**config.mk**
```make
export PLATFORM = sky130hd
export DESIGN_NAME = time_loader_flat
export DESIGN_NICKNAME = d
export VERILOG_FILES = /design/src/rtl/clock_pkg.sv /design/src/rtl/time_loader_if.sv /design/src/rtl/digit_range_chk.sv /design/src/rtl/time_loader.sv /design/src/flat_wrapper.sv
export SDC_FILE = /design/constraint.sdc
export NUM_CORES = 1
export LEC_CHECK = 0
export CAP_MARGIN = 20
export CORE_MARGIN = 4
export CORE_UTILIZATION = 60
export CTS_CLUSTER_SIZE = 25
export DETAILED_ROUTE_END_ITERATION = 8
export PLACE_DENSITY = 0.83
export RECOVER_POWER = 25
export SLEW_MARGIN = 25
export SYNTH_ARGS = -nofsm -noshare
export SYNTH_HDL_FRONTEND = slang
export SYNTH_HIERARCHICAL = 1
export SYNTH_SLANG_ARGS = --single-unit
```
**constraint.sdc**
```tcl
create_clock -name clk -period 5.5 [get_ports clk]
set_clock_uncertainty 0.05 [all_clocks]
set_input_delay 1.1 -clock clk [delete_from_list [all_inputs] [get_ports clk]]
set_output_delay 1.1 -clock clk [all_outputs]
set_load 0.01 [all_outputs]
```
**src/rtl/clock_pkg.sv**
```systemverilog
// ============================================================================
//  Module   : clock_pkg
//  Brief    : Shared types, digit positions, range limits and field widths
//             for the 24-hour clock load/display path.
//  Revision : 1.0 - initial release
// ============================================================================
`default_nettype none

package clock_pkg;

    typedef enum logic [1:0] {
        IDLE    = 2'd0,
        COLLECT = 2'd1,
        LOAD    = 2'd2
    } state_t;

    localparam int IDX_W = 3;

    // Digit order on the wire: HH MM SS, most significant digit first.
    localparam logic [IDX_W-1:0] IDX_HT = 3'd0;
    localparam logic [IDX_W-1:0] IDX_HO = 3'd1;
    localparam logic [IDX_W-1:0] IDX_MT = 3'd2;
    localparam logic [IDX_W-1:0] IDX_MO = 3'd3;
    localparam logic [IDX_W-1:0] IDX_ST = 3'd4;
    localparam logic [IDX_W-1:0] IDX_SO = 3'd5;

    localparam logic [3:0] HOUR_TENS_MAX       = 4'd2;
    localparam logic [3:0] HOUR_ONES_MAX_AT_20 = 4'd3;
    localparam logic [3:0] MS_TENS_MAX         = 4'd5;
    localparam logic [3:0] ONES_MAX            = 4'd9;

    // Field widths, matching the cnt24/cnt60 counter presets.
    localparam int HT_W = 2;
    localparam int HO_W = 4;
    localparam int MT_W = 3;
    localparam int MO_W = 4;
    localparam int ST_W = 3;
    localparam int SO_W = 4;

endpackage

`default_nettype wire

```
**src/rtl/time_loader_if.sv**
```systemverilog
// ============================================================================
//  Module   : time_loader_if
//  Brief    : Digit stream handshake plus time-field/status outputs.
//  Revision : 1.0 - initial release
// ============================================================================
`default_nettype none

interface time_loader_if;
    import clock_pkg::*;

    logic            digit_valid;
    logic [3:0]      digit;
    logic            digit_ready;
    logic            abort;
    logic            load;
    logic [HT_W-1:0] hour_tens;
    logic [HO_W-1:0] hour_ones;
    logic [MT_W-1:0] min_tens;
    logic [MO_W-1:0] min_ones;
    logic [ST_W-1:0] sec_tens;
    logic [SO_W-1:0] sec_ones;
    logic            busy;
    logic            err;

    modport master (
        output digit_valid, digit, abort,
        input  digit_ready, load, hour_tens, hour_ones, min_tens, min_ones,
               sec_tens, sec_ones, busy, err
    );

    modport slave (
        input  digit_valid, digit, abort,
        output digit_ready, load, hour_tens, hour_ones, min_tens, min_ones,
               sec_tens, sec_ones, busy, err
    );

endinterface

`default_nettype wire

```
**src/rtl/digit_range_chk.sv**
```systemverilog
// ============================================================================
//  Module   : digit_range_chk
//  Brief    : Combinational legality check of one BCD digit at its position.
//  Revision : 1.0 - initial release
// ============================================================================
`default_nettype none

module digit_range_chk
    import clock_pkg::*;
(
    input  logic [IDX_W-1:0] idx,
    input  logic [3:0]       digit,
    input  logic [HT_W-1:0]  hour_tens,
    output logic             ok
);

    always_comb begin
        ok = 1'b0;
        case (idx)
            IDX_HT: ok = (digit <= HOUR_TENS_MAX);
            // Hours 20..23 only: ones digit is capped once tens is 2.
            IDX_HO: ok = ({2'b00, hour_tens} == HOUR_TENS_MAX) ?
                         (digit <= HOUR_ONES_MAX_AT_20) : (digit <= ONES_MAX);
            IDX_MT: ok = (digit <= MS_TENS_MAX);
            IDX_MO: ok = (digit <= ONES_MAX);
            IDX_ST: ok = (digit <= MS_TENS_MAX);
            IDX_SO: ok = (digit <= ONES_MAX);
            default: ok = 1'b0;
        endcase
    end

endmodule

`default_nettype wire

```
**src/rtl/time_loader.sv**
```systemverilog
// ============================================================================
//  Module   : time_loader
//  Brief    : Collects six BCD digits (HHMMSS) and strobes a validated time
//             preset for the clock counters.
//  Revision : 1.0 - initial release
// ============================================================================
`default_nettype none

module time_loader
    import clock_pkg::*;
#(
    parameter int TIMEOUT_CYC = 50_000_000
) (
    input  logic         clk,
    input  logic         rst,
    time_loader_if.slave bus
);

    localparam int               TMO_W    = $clog2(TIMEOUT_CYC + 1);
    localparam logic [TMO_W-1:0] TMO_LAST = TMO_W'(TIMEOUT_CYC - 1);

    state_t            r_state, w_state_nxt;
    logic [IDX_W-1:0]  r_idx, w_idx_nxt;
    logic [TMO_W-1:0]  r_tmo, w_tmo_nxt;
    logic              r_load, w_load_nxt;
    logic              r_err, w_err_nxt;
    logic              w_ready, w_accept, w_ok, w_shadow_we;

    logic [HT_W-1:0]   r_sh_ht;
    logic [HO_W-1:0]   r_sh_ho;
    logic [MT_W-1:0]   r_sh_mt;
    logic [MO_W-1:0]   r_sh_mo;
    logic [ST_W-1:0]   r_sh_st;

    logic [HT_W-1:0]   r_hour_tens;
    logic [HO_W-1:0]   r_hour_ones;
    logic [MT_W-1:0]   r_min_tens;
    logic [MO_W-1:0]   r_min_ones;
    logic [ST_W-1:0]   r_sec_tens;
    logic [SO_W-1:0]   r_sec_ones;

    assign w_ready  = (r_state != LOAD) && !bus.abort;
    assign w_accept = bus.digit_valid && w_ready;

    digit_range_chk u_chk (
        .idx       (r_idx),
        .digit     (bus.digit),
        .hour_tens (r_sh_ht),
        .ok        (w_ok)
    );

    always_comb begin
        w_state_nxt = r_state;
        w_idx_nxt   = r_idx;
        w_tmo_nxt   = '0;
        w_load_nxt  = 1'b0;
        w_err_nxt   = 1'b0;
        w_shadow_we = 1'b0;
        case (r_state)
            IDLE: begin
                w_idx_nxt = '0;
                if (w_accept) begin
                    if (w_ok) begin
                        w_shadow_we = 1'b1;
                        w_idx_nxt   = IDX_W'(1);
                        w_state_nxt = COLLECT;
                    end else begin
                        w_err_nxt = 1'b1;
                    end
                end
            end
            COLLECT: begin
                if (bus.abort) begin
                    w_state_nxt = IDLE;
                    w_idx_nxt   = '0;
                end else if (w_accept) begin
                    if (!w_ok) begin
                        w_err_nxt   = 1'b1;
                        w_state_nxt = IDLE;
                        w_idx_nxt   = '0;
                    end else if (r_idx == IDX_SO) begin
                        // Last digit bypasses the shadow straight into the outputs.
                        w_load_nxt  = 1'b1;
                        w_state_nxt = LOAD;
                        w_idx_nxt   = '0;
                    end else begin
                        w_shadow_we = 1'b1;
                        w_idx_nxt   = r_idx + IDX_W'(1);
                    end
                end else if (r_tmo == TMO_LAST) begin
                    w_err_nxt   = 1'b1;
                    w_state_nxt = IDLE;
                    w_idx_nxt   = '0;
                end else begin
                    w_tmo_nxt = r_tmo + TMO_W'(1);
                end
            end
            LOAD: begin
                w_state_nxt = IDLE;
                w_idx_nxt   = '0;
            end
            default: begin
                w_state_nxt = IDLE;
                w_idx_nxt   = '0;
            end
        endcase
    end

    always_ff @(posedge clk or posedge rst) begin
        if (rst) begin
            r_state <= IDLE;
            r_idx   <= '0;
            r_tmo   <= '0;
            r_load  <= 1'b0;
            r_err   <= 1'b0;
        end else begin
            r_state <= w_state_nxt;
            r_idx   <= w_idx_nxt;
            r_tmo   <= w_tmo_nxt;
            r_load  <= w_load_nxt;
            r_err   <= w_err_nxt;
        end
    end

    always_ff @(posedge clk or posedge rst) begin
        if (rst) begin
            r_sh_ht     <= '0;
            r_sh_ho     <= '0;
            r_sh_mt     <= '0;
            r_sh_mo     <= '0;
            r_sh_st     <= '0;
            r_hour_tens <= '0;
            r_hour_ones <= '0;
            r_min_tens  <= '0;
            r_min_ones  <= '0;
            r_sec_tens  <= '0;
            r_sec_ones  <= '0;
        end else begin
            if (w_shadow_we) begin
                case (r_idx)
                    IDX_HT:  r_sh_ht <= bus.digit[HT_W-1:0];
                    IDX_HO:  r_sh_ho <= bus.digit[HO_W-1:0];
                    IDX_MT:  r_sh_mt <= bus.digit[MT_W-1:0];
                    IDX_MO:  r_sh_mo <= bus.digit[MO_W-1:0];
                    IDX_ST:  r_sh_st <= bus.digit[ST_W-1:0];
                    default: ;
                endcase
            end
            if (w_load_nxt) begin
                r_hour_tens <= r_sh_ht;
                r_hour_ones <= r_sh_ho;
                r_min_tens  <= r_sh_mt;
                r_min_ones  <= r_sh_mo;
                r_sec_tens  <= r_sh_st;
                r_sec_ones  <= bus.digit[SO_W-1:0];
            end
        end
    end

    assign bus.digit_ready = w_ready;
    assign bus.load        = r_load;
    assign bus.err         = r_err;
    assign bus.busy        = (r_idx != '0) || (r_state == LOAD);
    assign bus.hour_tens   = r_hour_tens;
    assign bus.hour_ones   = r_hour_ones;
    assign bus.min_tens    = r_min_tens;
    assign bus.min_ones    = r_min_ones;
    assign bus.sec_tens    = r_sec_tens;
    assign bus.sec_ones    = r_sec_ones;

endmodule

`default_nettype wire

```
**src/flat_wrapper.sv**
```systemverilog
// flat-port wrapper written by rule: the top's interface ports become plain ports
module time_loader_flat import clock_pkg::*;
#(
    parameter int TIMEOUT_CYC = 50_000_000
)
  (clk, rst, bus_digit_valid, bus_digit, bus_abort, bus_digit_ready, bus_load, bus_hour_tens, bus_hour_ones, bus_min_tens, bus_min_ones, bus_sec_tens, bus_sec_ones, bus_busy, bus_err);
  time_loader_if bus_i ();
  input  logic clk;
  input  logic rst;
  input wire logic [$bits(bus_i.digit_valid)-1:0] bus_digit_valid;
  input wire logic [$bits(bus_i.digit)-1:0] bus_digit;
  input wire logic [$bits(bus_i.abort)-1:0] bus_abort;
  output wire logic [$bits(bus_i.digit_ready)-1:0] bus_digit_ready;
  output wire logic [$bits(bus_i.load)-1:0] bus_load;
  output wire logic [$bits(bus_i.hour_tens)-1:0] bus_hour_tens;
  output wire logic [$bits(bus_i.hour_ones)-1:0] bus_hour_ones;
  output wire logic [$bits(bus_i.min_tens)-1:0] bus_min_tens;
  output wire logic [$bits(bus_i.min_ones)-1:0] bus_min_ones;
  output wire logic [$bits(bus_i.sec_tens)-1:0] bus_sec_tens;
  output wire logic [$bits(bus_i.sec_ones)-1:0] bus_sec_ones;
  output wire logic [$bits(bus_i.busy)-1:0] bus_busy;
  output wire logic [$bits(bus_i.err)-1:0] bus_err;
  assign bus_i.digit_valid = bus_digit_valid;
  assign bus_i.digit = bus_digit;
  assign bus_i.abort = bus_abort;
  assign bus_digit_ready = bus_i.digit_ready;
  assign bus_load = bus_i.load;
  assign bus_hour_tens = bus_i.hour_tens;
  assign bus_hour_ones = bus_i.hour_ones;
  assign bus_min_tens = bus_i.min_tens;
  assign bus_min_ones = bus_i.min_ones;
  assign bus_sec_tens = bus_i.sec_tens;
  assign bus_sec_ones = bus_i.sec_ones;
  assign bus_busy = bus_i.busy;
  assign bus_err = bus_i.err;
  time_loader #(.TIMEOUT_CYC(TIMEOUT_CYC)) u_core (.clk(clk), .rst(rst), .bus(bus_i));
endmodule
```
==> reports/metrics.cfg, run 1 <==
[die]
core_area_mm2=0.00517
num_rows=26
initial_core_util_pct=62.6
dieArea_mm2=0.00663
die_w_um=81.5
io_pins=32
die_h_um=81.5

[global_route]
grt_max_degree=53
grt_pass1_vias=2405
grt_usage_pct=22.3
grt_overflow=0
grt_first_pass_wirelength_um=11200
antenna_found_initial=0

[run_status]
status=complete, no violations

[placement]
placed_area_mm2=0.00357
globalplace.congestion=0.780
io_buffers=31
place_hpwl_um=4260
dp.cells=399

[clock_tree]
numCtsBuffers=9
htreeDepth=3
clock_path_buffers=2
cts_resized=0
clock_sinks=69
clock-root-buffer=clkbuf_8
post-cts-setup-buffers=0
clk_pin_slew_worst_paths_ns=0.07
clk-insertion-delay-late_ns=0.34
tritoncts=yes
cts_hold_buffers=0

[logic_synthesis]
syn_nets=320
synth_top_area_share_pct=53.3
synth_warnings=6
postSynth.topFlopCell=dfrtp_1
synth_async_sr_flop_share_pct=100
syn_inst=310
yosysTopAreaCell=dfrtp_1
ys_seq_area_share_pct=53.3
ys_seq_elements=69
synth_area_per_cell_um2=10.4
synth_commonest_cells=71 x nand2_1, 69 x dfrtp_1, 25 x nor3_1, 16 x mux2_2, 13 x nand3_1
synth_edf_count=0
ys_types=43
synthTopCellsByArea=dfrtp_1 53%, nand2_1 8.2%, mux2_2 5.6%
yosysMostFrequentCell=nand2_1
synth_area_mm2=0.00324

[sta]
fin_setup_tns_ns=0
max_slew_margin_pct=47.5
period_share_pct=64.2
worst_pin_slew_ns=0.785
slew_violations=0
whs_ns=0.415
timing.fmax_mhz=283
finalSetupViolCount=0
rsz0062_at_grt=false
hold_viol=0
min_period_ns=3.53

[hold_path]
min_from=u_core/bus.hour_ones[0]$_DFFE_PP0P_
hp-class=flip-flop to flip-flop
whs_path_depth=2
hold_end=u_core/bus.hour_ones[0]$_DFFE_PP0P_

[pwr]
p_sw_mw=0.208
p_int_mw=0.777
vdd_ir_drop_max_v=0.000253
total_leakage_power_nw=1.66
comb_power_share_pct=4.0
p_per_area_mw_per_mm2=261
switching_share_pct=21.1
p_seq_share_pct=53.0
power_frac_clock_pct=43.0

[routing]
wire_per_inst_um=15.7
drtIter0Drc=139
viasPerCell=5.85
antenna_left=0
drtPass1Iterations=4
drc_errors=0
wl_um=6500
vias=2427

[critical_path]
r2r_end=u_core/r_sh_mt[0]$_DFFE_PP0P_
start_kind=primary input
crit_fanout=10
critPathKind=primary input to flip-flop
cp.arrival_ns=3.70
worstReg2RegStart=u_core/r_idx[1]$_DFFE_PP0P_
r2r_cells=8
reg2reg_slack_ns=2.77
endpoint_kind=flip-flop
cp_data_required_time_ns=5.67

[layout]
final_cell_count_no_fill=415
layout-drive-gt1-share_pct=13.9
areaGrowthSynthToFinish_pct=16.7
diodes=0
nets=350
final_cell_area_mm2=0.00378

[flow_run]
maxCapViolations=0

==> logic make-up after synthesis <==
group           Yosys count  synth area share [%]
simple gates            160                  26.2
flops                    69                  53.3
compound gates           28                  6.61
buf+inv                  20                  3.48
mux                      16                  5.57
xor+xnor                 15                  4.06
fa+ha+maj                 2                 0.773
==> stage by stage <==
stage	utilization [%]	setup slack, ns	power, mW
after floorplan	-	2.49	0.553
after global placement	69.0	1.83	0.570
after detailed placement	69.0	1.67	0.571
after CTS	73.1	2.02	0.993
after global routing	73.1	1.80	1.02
final	73.1	1.97	0.985
==> how the worst max path moves through the flow <==
stage	cells after the start	startpoint	to	slack (ns)
after floorplan	8	bus_digit[1]	u_core/r_sh_mt[0]$_DFFE_PP0P_	2.49
after global placement	8	bus_digit[2]	u_core/bus.min_ones[1]$_DFFE_PP0P_	1.83
after detailed placement	9	bus_digit[1]	u_core/r_sh_mt[0]$_DFFE_PP0P_	1.67
after CTS	9	bus_digit[1]	u_core/r_sh_mt[0]$_DFFE_PP0P_	2.02
after global routing	9	bus_digit[1]	u_core/bus.sec_ones[3]$_DFFE_PP0P_	1.80
final	8	bus_digit[2]	u_core/r_sh_mt[0]$_DFFE_PP0P_	1.97
==> cell type report <==
type | instances | area [um^2]
multi-input combinational | 221 | 1400
clock buffer | 12 | 165
fill | 363 | 1390
timing repair buffer | 34 | 333
sequential | 69 | 1730
clock inverter | 4 | 45.0
tap | 70 | 87.6
inverter | 5 | 18.8
==> critical path: stages <==
cell and delay [ns]:
clkdlybuf4s50_1 0.58, nor4b_1 0.40, o31a_1 0.20, nor4bb_1 0.25, buf_4 0.22, nand2b_1 0.10, nor3b_1 0.46, mux2_2 0.40
==> sequential cells by signal, indices dropped and copies added, names as in the netlist <==
name                  flops
u_core/r_state            2
u_core/bus.sec_ones       4
u_core/r_sh_mt            3
u_core/bus.load           1
u_core/r_idx              3
u_core/bus.min_tens       3
u_core/bus.err            1
u_core/r_sh_ht            2
u_core/r_tmo             26
u_core/bus.sec_tens       3
u_core/r_sh_st            3
u_core/bus.hour_ones      4
u_core/bus.min_ones       4
u_core/r_sh_mo            4
u_core/r_sh_ho            4
u_core/bus.hour_tens      2
==> power by group through the flow <==
stage	clock network [mW]	registers (mW)	logic [mW]
floorplan	0	0.529	0.0242
global placement	0	0.531	0.0389
detailed placement	0	0.531	0.0401
CTS	0.431	0.522	0.0402
global route	0.456	0.523	0.0445
finish	0.424	0.522	0.0391
==> cells in the final DEF (no fill, tap or decap), types with 2 or more instances in the layout <==
master / count
buf_4: 3
clkdlybuf4s50_1: 30
clkinv_2: 3
or4_1: 6
xnor2_1: 12
and3_1: 4
o21ai_0: 7
nand2_1: 71
a211oi_2: 4
a21o_1: 2
nand3_1: 13
nor2_1: 5
o31ai_1: 7
nor2b_1: 3
inv_1: 5
mux2_2: 16
nor3b_1: 3
nor3_1: 24
ha_1: 2
xor2_1: 3
and4_2: 2
a211oi_1: 5
nor4b_1: 3
dfrtp_1: 69
nor4_1: 5
clkbuf_8: 12
nand4_1: 5
or3_1: 4
nand4_4: 2
==> per-layer routing <==
metal	part of all wire, %	global-route usage, %	vias up
met5	0	0	-
met4	0.83	8.11	0
met3	4.4	6.47	9
met2	48	33.8	53
met1	46	30.7	1204
li1	-	-	1161
Power figures use the tool's default switching activity.
==> run 2, diff against run 1 <==
Settings changed: CORE_UTILIZATION 60 to 51, PLACE_DENSITY 0.83 to 0.75.
Clock period 5.5 ns to 3.1 ns, I/O delays scaled along.
==> run 2 against run 1 <==
Net effect:
- the flow now finishes with violations (max-capacitance violations, max-slew violations)
- setup slack worse by 1.6 ns
- wire length hardly changed
- final cell count is 2.9% higher
- global-route usage is 3.8 points lower
- sequential power is 77% higher
- combinational power is 90% higher
- total power is 93% higher
- critical endpoint is now u_core/r_sh_mt[2]$_DFFE_PP0P_
==> reports/metrics.cfg, run 2 (same netlist as run 1, synthesis figures left out) <==
[sta]
period_share_pct=88.2
slew_violations=70  ; was 0
worst_pin_slew_ns=1.69  ; was 0.785 ns
max_slew_margin_pct=-12.9  ; was 47.5%
finalSetupViolCount=0  ; unchanged
min_period_ns=2.73
rsz0062_at_grt=false  ; unchanged
timing.fmax_mhz=366
hold_viol=0  ; unchanged
fin_setup_tns_ns=0  ; unchanged

[global_route]
grt_pass1_vias=2388  ; was 2,405
grt_usage_pct=18.5  ; was 22.3%
antenna_found_initial=0  ; unchanged
grt_first_pass_wirelength_um=11200  ; about the same
grt_overflow=0  ; unchanged
grt_max_degree=70  ; was 53

[critical_path]
slowest_delay_ns=0.49  ; was 0.58 ns
critPathKind=primary input to flip-flop  ; unchanged
endpoint_kind=flip-flop  ; unchanged
crit_chain=clkdlybuf4s50_1, a21o_1, a22oi_1, o31a_1, nor4bb_1, nand2b_1, nor3b_1, mux2_2  ; was clkdlybuf4s50_1, nor4b_1, o31a_1, nor4bb_1, buf_4, nand2b_1, nor3b_1, mux2_2
start_kind=primary input  ; unchanged
slowest_stage=clkdlybuf4s50_1  ; unchanged
cp.arrival_ns=2.91  ; was 3.70 ns
crit_fanout=6  ; was 10
cp_data_required_time_ns=3.28  ; was 5.67 ns

[pwr]
comb_power_share_pct=3.9  ; was 4.0%
total_leakage_power_nw=1.70  ; was 1.66 nW
vdd_ir_drop_max_v=0.000351  ; was 0.000253 V
p_per_area_mw_per_mm2=490  ; was 261 mW/mm^2
p_seq_share_pct=48.7  ; was 53.0%
p_int_mw=1.51  ; was 0.777 mW
switching_share_pct=20.6  ; was 21.1%
power_frac_clock_pct=47.3  ; was 43.0%
p_sw_mw=0.390  ; was 0.208 mW

[routing]
antenna_left=0  ; unchanged
drc_errors=0  ; unchanged
viasPerCell=5.66  ; was 5.85
wl_um=6500  ; about the same
drtPass1Iterations=4  ; unchanged
drtIter0Drc=86  ; was 139
vias=2417  ; was 2,427
wire_per_inst_um=15.2  ; was 15.7 um

[layout]
final_common_cell=nand2_1  ; unchanged
nets=357  ; was 350
final_cell_count_no_fill=427  ; was 415
layout-drive-gt1-share_pct=15.3  ; was 13.9%
areaGrowthSynthToFinish_pct=19.6  ; was 16.7%
largest_register_ffs=26  ; unchanged
most-common-layout-cells=71 x nand2_1, 69 x dfrtp_1, 30 x clkdlybuf4s50_1  ; unchanged
top_register=u_core/r_tmo  ; unchanged
diodes=0  ; unchanged

[clock_tree]
clock_sinks=69  ; unchanged
clk-insertion-delay-late_ns=0.34  ; about the same
clock-root-buffer=clkbuf_8  ; unchanged
clk_pin_slew_worst_paths_ns=0.08  ; was 0.07 ns
clock_path_buffers=2  ; unchanged
numCtsBuffers=9  ; unchanged
post-cts-setup-buffers=0  ; unchanged
cts_resized=0  ; unchanged
htreeDepth=3  ; unchanged
cts_hold_buffers=0  ; unchanged
tritoncts=yes  ; unchanged

[placement]
globalplace.congestion=0.837  ; was 0.780
dp.cells=411  ; was 399
place_hpwl_um=4370  ; was 4260 um
io_buffers=31  ; unchanged

[die]
initial_core_util_pct=53.7  ; was 62.6%
io_pins=32  ; unchanged
num_rows=28  ; was 26
die_h_um=87.7  ; was 81.5 um
core_area_mm2=0.00603  ; was 0.00517 mm^2
die_w_um=87.7  ; was 81.5 um
dieArea_mm2=0.00769  ; was 0.00663 mm^2

[hold_path]
hp-class=flip-flop to flip-flop  ; unchanged

[run_status]
violations=max-capacitance violations, max-slew violations
status=complete, but fails checks  ; was complete, no violations

[flow_run]
maxCapViolations=1  ; was 0

==> run 2: metal layers <==
layer  up-vias  track usage, %  part of all wire (%)
li1       1178               -                     -
met1      1181            23.2                    44
met2        49            30.4                    50
met3         9            5.64                   4.5
met4         0            6.56                   1.5
met5         -               0                     0
==> run 2: final cells by class <==
type	instances	area [um^2]
fillers	495	2150
flip-flops and latches	69	1730
multi-input cells	221	1400
repair buffers	41	383
clock buffers	11	141
clock inverters	5	106
well taps	75	93.8
inverters	5	18.8
==> run 2: worst paths after layout <==
kind | start | to | slack, ns | depth (start not counted)
setup / recovery | bus_digit[2] | u_core/r_sh_mt[2]$_DFFE_PP0P_ | 0.37 | 8
hold / removal | u_core/bus.sec_tens[1]$_DFFE_PP0P_ | u_core/bus.sec_tens[1]$_DFFE_PP0P_ | 0.42 | 2
setup reg to reg | u_core/r_idx[1]$_DFFE_PP0P_ | u_core/r_sh_mt[2]$_DFFE_PP0P_ | 0.58 | 7
hold reg to reg | u_core/bus.sec_tens[1]$_DFFE_PP0P_ | u_core/bus.sec_tens[1]$_DFFE_PP0P_ | 0.42 | 2
max in group asynchronous | rst | u_core/bus.err$_DFF_PP0_ | 0.73 | 3
min in group asynchronous | rst | u_core/bus.hour_ones[1]$_DFFE_PP0P_ | 1.27 | 3
==> run 2: power by group through the flow <==
stage / clock network (mW) / registers, mW / logic, mW
floorplan: 0 / 0.939 / 0.0429
global placement: 0 / 0.942 / 0.0761
detailed placement: 0 / 0.942 / 0.0777
CTS: 0.926 / 0.924 / 0.0788
global route: 0.961 / 0.927 / 0.0829
finish: 0.899 / 0.925 / 0.0743
==> run 2: worst max-delay path, delay by kind of cell <==
kind / cells / cell delay [ns]
and+or+nand+nor: 3 / 0.86
AOI/OAI and AO/OA: 3 / 0.56
buffers and inverters: 1 / 0.49
muxes: 1 / 0.39
==> run 2: through the flow <==
step	hold WS, ns	power, mW	worst slack [ns]	util, %	cell area (um^2)
2_1_floorplan	0.390	0.982	0.574	-	3240
3_3_place_gp	0.400	1.02	0.128	60.4	3640
3_5_place_dp	0.407	1.02	0.00803	60.4	3640
4_1_cts	0.424	1.93	0.388	64.5	3890
5_1_grt	0.452	1.97	0.178	64.3	3870
6_report	0.416	1.90	0.365	64.3	3870
==> run 3, diff against run 2 <==
--- a/constraint.sdc
+++ b/constraint.sdc
@@ -3,3 +3,3 @@
 set_input_delay 0.62 -clock clk [delete_from_list [all_inputs] [get_ports clk]]
 set_output_delay 0.62 -clock clk [all_outputs]
-set_load 0.01 [all_outputs]
+set_load 0.1 [all_outputs]
==> run 3 against run 2 <==
Net effect:
- the flow now finishes without violations
- largest power group unchanged
- non-clock buffer count increased by 1
- first-iteration DRC count increased by 56%
- largest cell class unchanged
- final cell count increased by 0.23%
==> reports/metrics.cfg, run 3 (same netlist as run 1, synthesis figures left out) <==
[run_status]
status=complete, no violations  ; was complete, but fails checks

[sta]
slew_violations=0  ; was 70
timing.fmax_mhz=364  ; was 366 MHz
min_period_ns=2.75  ; was 2.73 ns
period_share_pct=88.6  ; was 88.2%
rsz0062_at_grt=false  ; unchanged
hold_viol=0  ; unchanged
whs_ns=0.419  ; was 0.416 ns
finalSetupViolCount=0  ; unchanged
fin_setup_tns_ns=0  ; unchanged
max_slew_margin_pct=44.7  ; was -12.9%
worst_pin_slew_ns=0.830  ; was 1.69 ns
layout_setup_ws_ns=0.352  ; was 0.365 ns

[placement]
post-place-ws_ns=0.0437  ; was 0.00803 ns
io_buffers=31  ; unchanged
place_hpwl_um=4550  ; was 4370 um
globalplace.congestion=0.816  ; was 0.837
dp.cells=412  ; was 411

[routing]
vias=2456  ; was 2,417
antenna_left=0  ; unchanged
wire_per_inst_um=15.4  ; was 15.2 um
drtIter0Drc=134  ; was 86
viasPerCell=5.74  ; was 5.66
drc_errors=0  ; unchanged
drtPass1Iterations=4  ; unchanged
wl_um=6610  ; was 6500 um

[layout]
final_cell_count_no_fill=428  ; was 427
most-common-layout-cells=71 x nand2_1, 69 x dfrtp_1, 33 x buf_4  ; was 71 x nand2_1, 69 x dfrtp_1, 30 x clkdlybuf4s50_1
regArea_mm2=0.00173  ; unchanged
multi_input_area_mm2=0.00140  ; unchanged
layout-drive-gt1-share_pct=22.1  ; was 15.3%
largest_register_ffs=26  ; unchanged
fillCellCount=505  ; was 495
areaGrowthSynthToFinish_pct=15.7  ; was 19.6%
final_common_cell=nand2_1  ; unchanged
top_register=u_core/r_tmo  ; unchanged
nets=358  ; was 357
diodes=0  ; unchanged

[global_route]
grt_overflow=0  ; unchanged
antenna_found_initial=0  ; unchanged
grt_first_pass_wirelength_um=11600  ; was 11,200 um
grt_usage_pct=19.3  ; was 18.5%
grt_pass1_vias=2479  ; was 2,388
grt_max_degree=35  ; was 70

[clock_tree]
tritoncts=yes  ; unchanged
clock_path_buffers=2  ; unchanged
clock_sinks=69  ; unchanged
clock-root-buffer=clkbuf_8  ; unchanged
clk-insertion-delay-late_ns=0.35  ; was 0.34 ns
numCtsBuffers=9  ; unchanged
post-cts-setup-buffers=0  ; unchanged
htreeDepth=3  ; unchanged
clk_pin_slew_worst_paths_ns=0.07  ; was 0.08 ns
cts_hold_buffers=0  ; unchanged
cts_resized=0  ; unchanged

[critical_path]
reg2reg_slack_ns=0.58  ; about the same
slowest_stage=clkdlybuf4s50_1  ; unchanged
endpoint_kind=flip-flop  ; unchanged
worstPathBufferInverterCount=1  ; unchanged
cp.arrival_ns=2.93  ; was 2.91 ns
start_kind=primary input  ; unchanged
worstReg2RegStart=u_core/r_idx[1]$_DFFE_PP0P_  ; unchanged
critPathTopFamily=simple AND/OR/NAND/NOR gates  ; unchanged
crit_fanout=6  ; unchanged
crit_chain=clkdlybuf4s50_1, a21o_1, a22oi_1, o31a_1, nor4bb_1, nand2b_1, nor3b_1, mux2_2  ; unchanged
r2r_end=u_core/r_sh_mt[0]$_DFFE_PP0P_  ; was u_core/r_sh_mt[2]$_DFFE_PP0P_
cp_data_required_time_ns=3.28  ; about the same
r2r_cells=7  ; unchanged
cp.depth=8  ; unchanged
slowest_delay_ns=0.53  ; was 0.49 ns
critPathKind=primary input to flip-flop  ; unchanged

[hold_path]
whs_path_depth=2  ; unchanged
min_from=u_core/bus.sec_ones[1]$_DFFE_PP0P_  ; was u_core/bus.sec_tens[1]$_DFFE_PP0P_
hold_end=u_core/bus.sec_ones[1]$_DFFE_PP0P_  ; was u_core/bus.sec_tens[1]$_DFFE_PP0P_
hp-class=flip-flop to flip-flop  ; unchanged

[die]
dieArea_mm2=0.00769  ; unchanged
initial_core_util_pct=53.7  ; unchanged
core_area_mm2=0.00603  ; unchanged
io_pins=32  ; unchanged
num_rows=28  ; unchanged
die_w_um=87.7  ; unchanged
die_h_um=87.7  ; unchanged

[pwr]
vdd_ir_drop_max_v=0.000275  ; was 0.000351 V
total_leakage_power_nw=1.73  ; was 1.70 nW
p_per_area_mw_per_mm2=436  ; was 490 mW/mm^2

[flow_run]
maxCapViolations=0  ; was 1

run 3: changes by cell type in the layout (fill, tap and decap cells not counted):
cell	before	now
buf_12	0	1
buf_4	9	33
bufinv_16	3	0
clkbuf_1	1	2
clkbuf_8	10	9
clkdlybuf4s50_1	30	6
clkinv_1	1	0
clkinv_2	0	4
inv_1	4	5
inv_6	1	0
run 3: power by group:
group | internal [mW] | switching (mW) | total, mW | leakage, nW
combinational | 0.0359 | 0.0538 | 0.0897 | 0.686
sequential | 0.914 | 0.0109 | 0.925 | 0.958
clock | 0.285 | 0.332 | 0.617 | 0.0829
total | 1.23 | 0.397 | 1.63 | 1.73
run 3: tightest hold or removal path: cells and delay by family (launching register included):
family,cells,cell delay [ns]
and+or+nand+nor,2,0.10
DFF,1,0.35
run 3: final cells by class:
cell class / count / area share (%)
sequential: 69 / 46.1
multi-input combinational: 221 / 37.5
timing repair buffer: 42 / 9.16
clock buffer: 11 / 3.51
tap: 75 / 2.51
clock inverter: 5 / 0.735
inverter: 5 / 0.501
run 3: worst max-delay path by stage:
stage / start / end / slack [ns]
CTS: bus_digit[2] / u_core/r_sh_mt[0]$_DFFE_PP0P_ / 0.39
global placement: bus_digit[2] / u_core/r_sh_mt[0]$_DFFE_PP0P_ / 0.10
finish: bus_digit[2] / u_core/r_sh_mt[0]$_DFFE_PP0P_ / 0.35
floorplan: bus_abort / bus_digit_ready / 0.56
global route: bus_digit[2] / u_core/r_sh_mt[0]$_DFFE_PP0P_ / 0.19
detailed placement: bus_digit[2] / u_core/r_sh_mt[0]$_DFFE_PP0P_ / 0.04
run 3: metrics by stage:
stage	area, um^2	util (%)	total power [mW]
5_1_grt	3740	62.1	1.69
6_report	3740	62.1	1.63
3_3_place_gp	3600	59.7	1.03
3_5_place_dp	3600	59.7	1.04
4_1_cts	3760	62.4	1.65
2_1_floorplan	3240	-	0.994
run 3: layer usage:
metal  vias up  GRT usage, %  routed length [um]
met3        13          3.39                 297
met5         -             0                   0
met4         0          8.37                 101
met1      1225          25.1                2980
met2        39          31.6                3230
li1       1179             -                   -
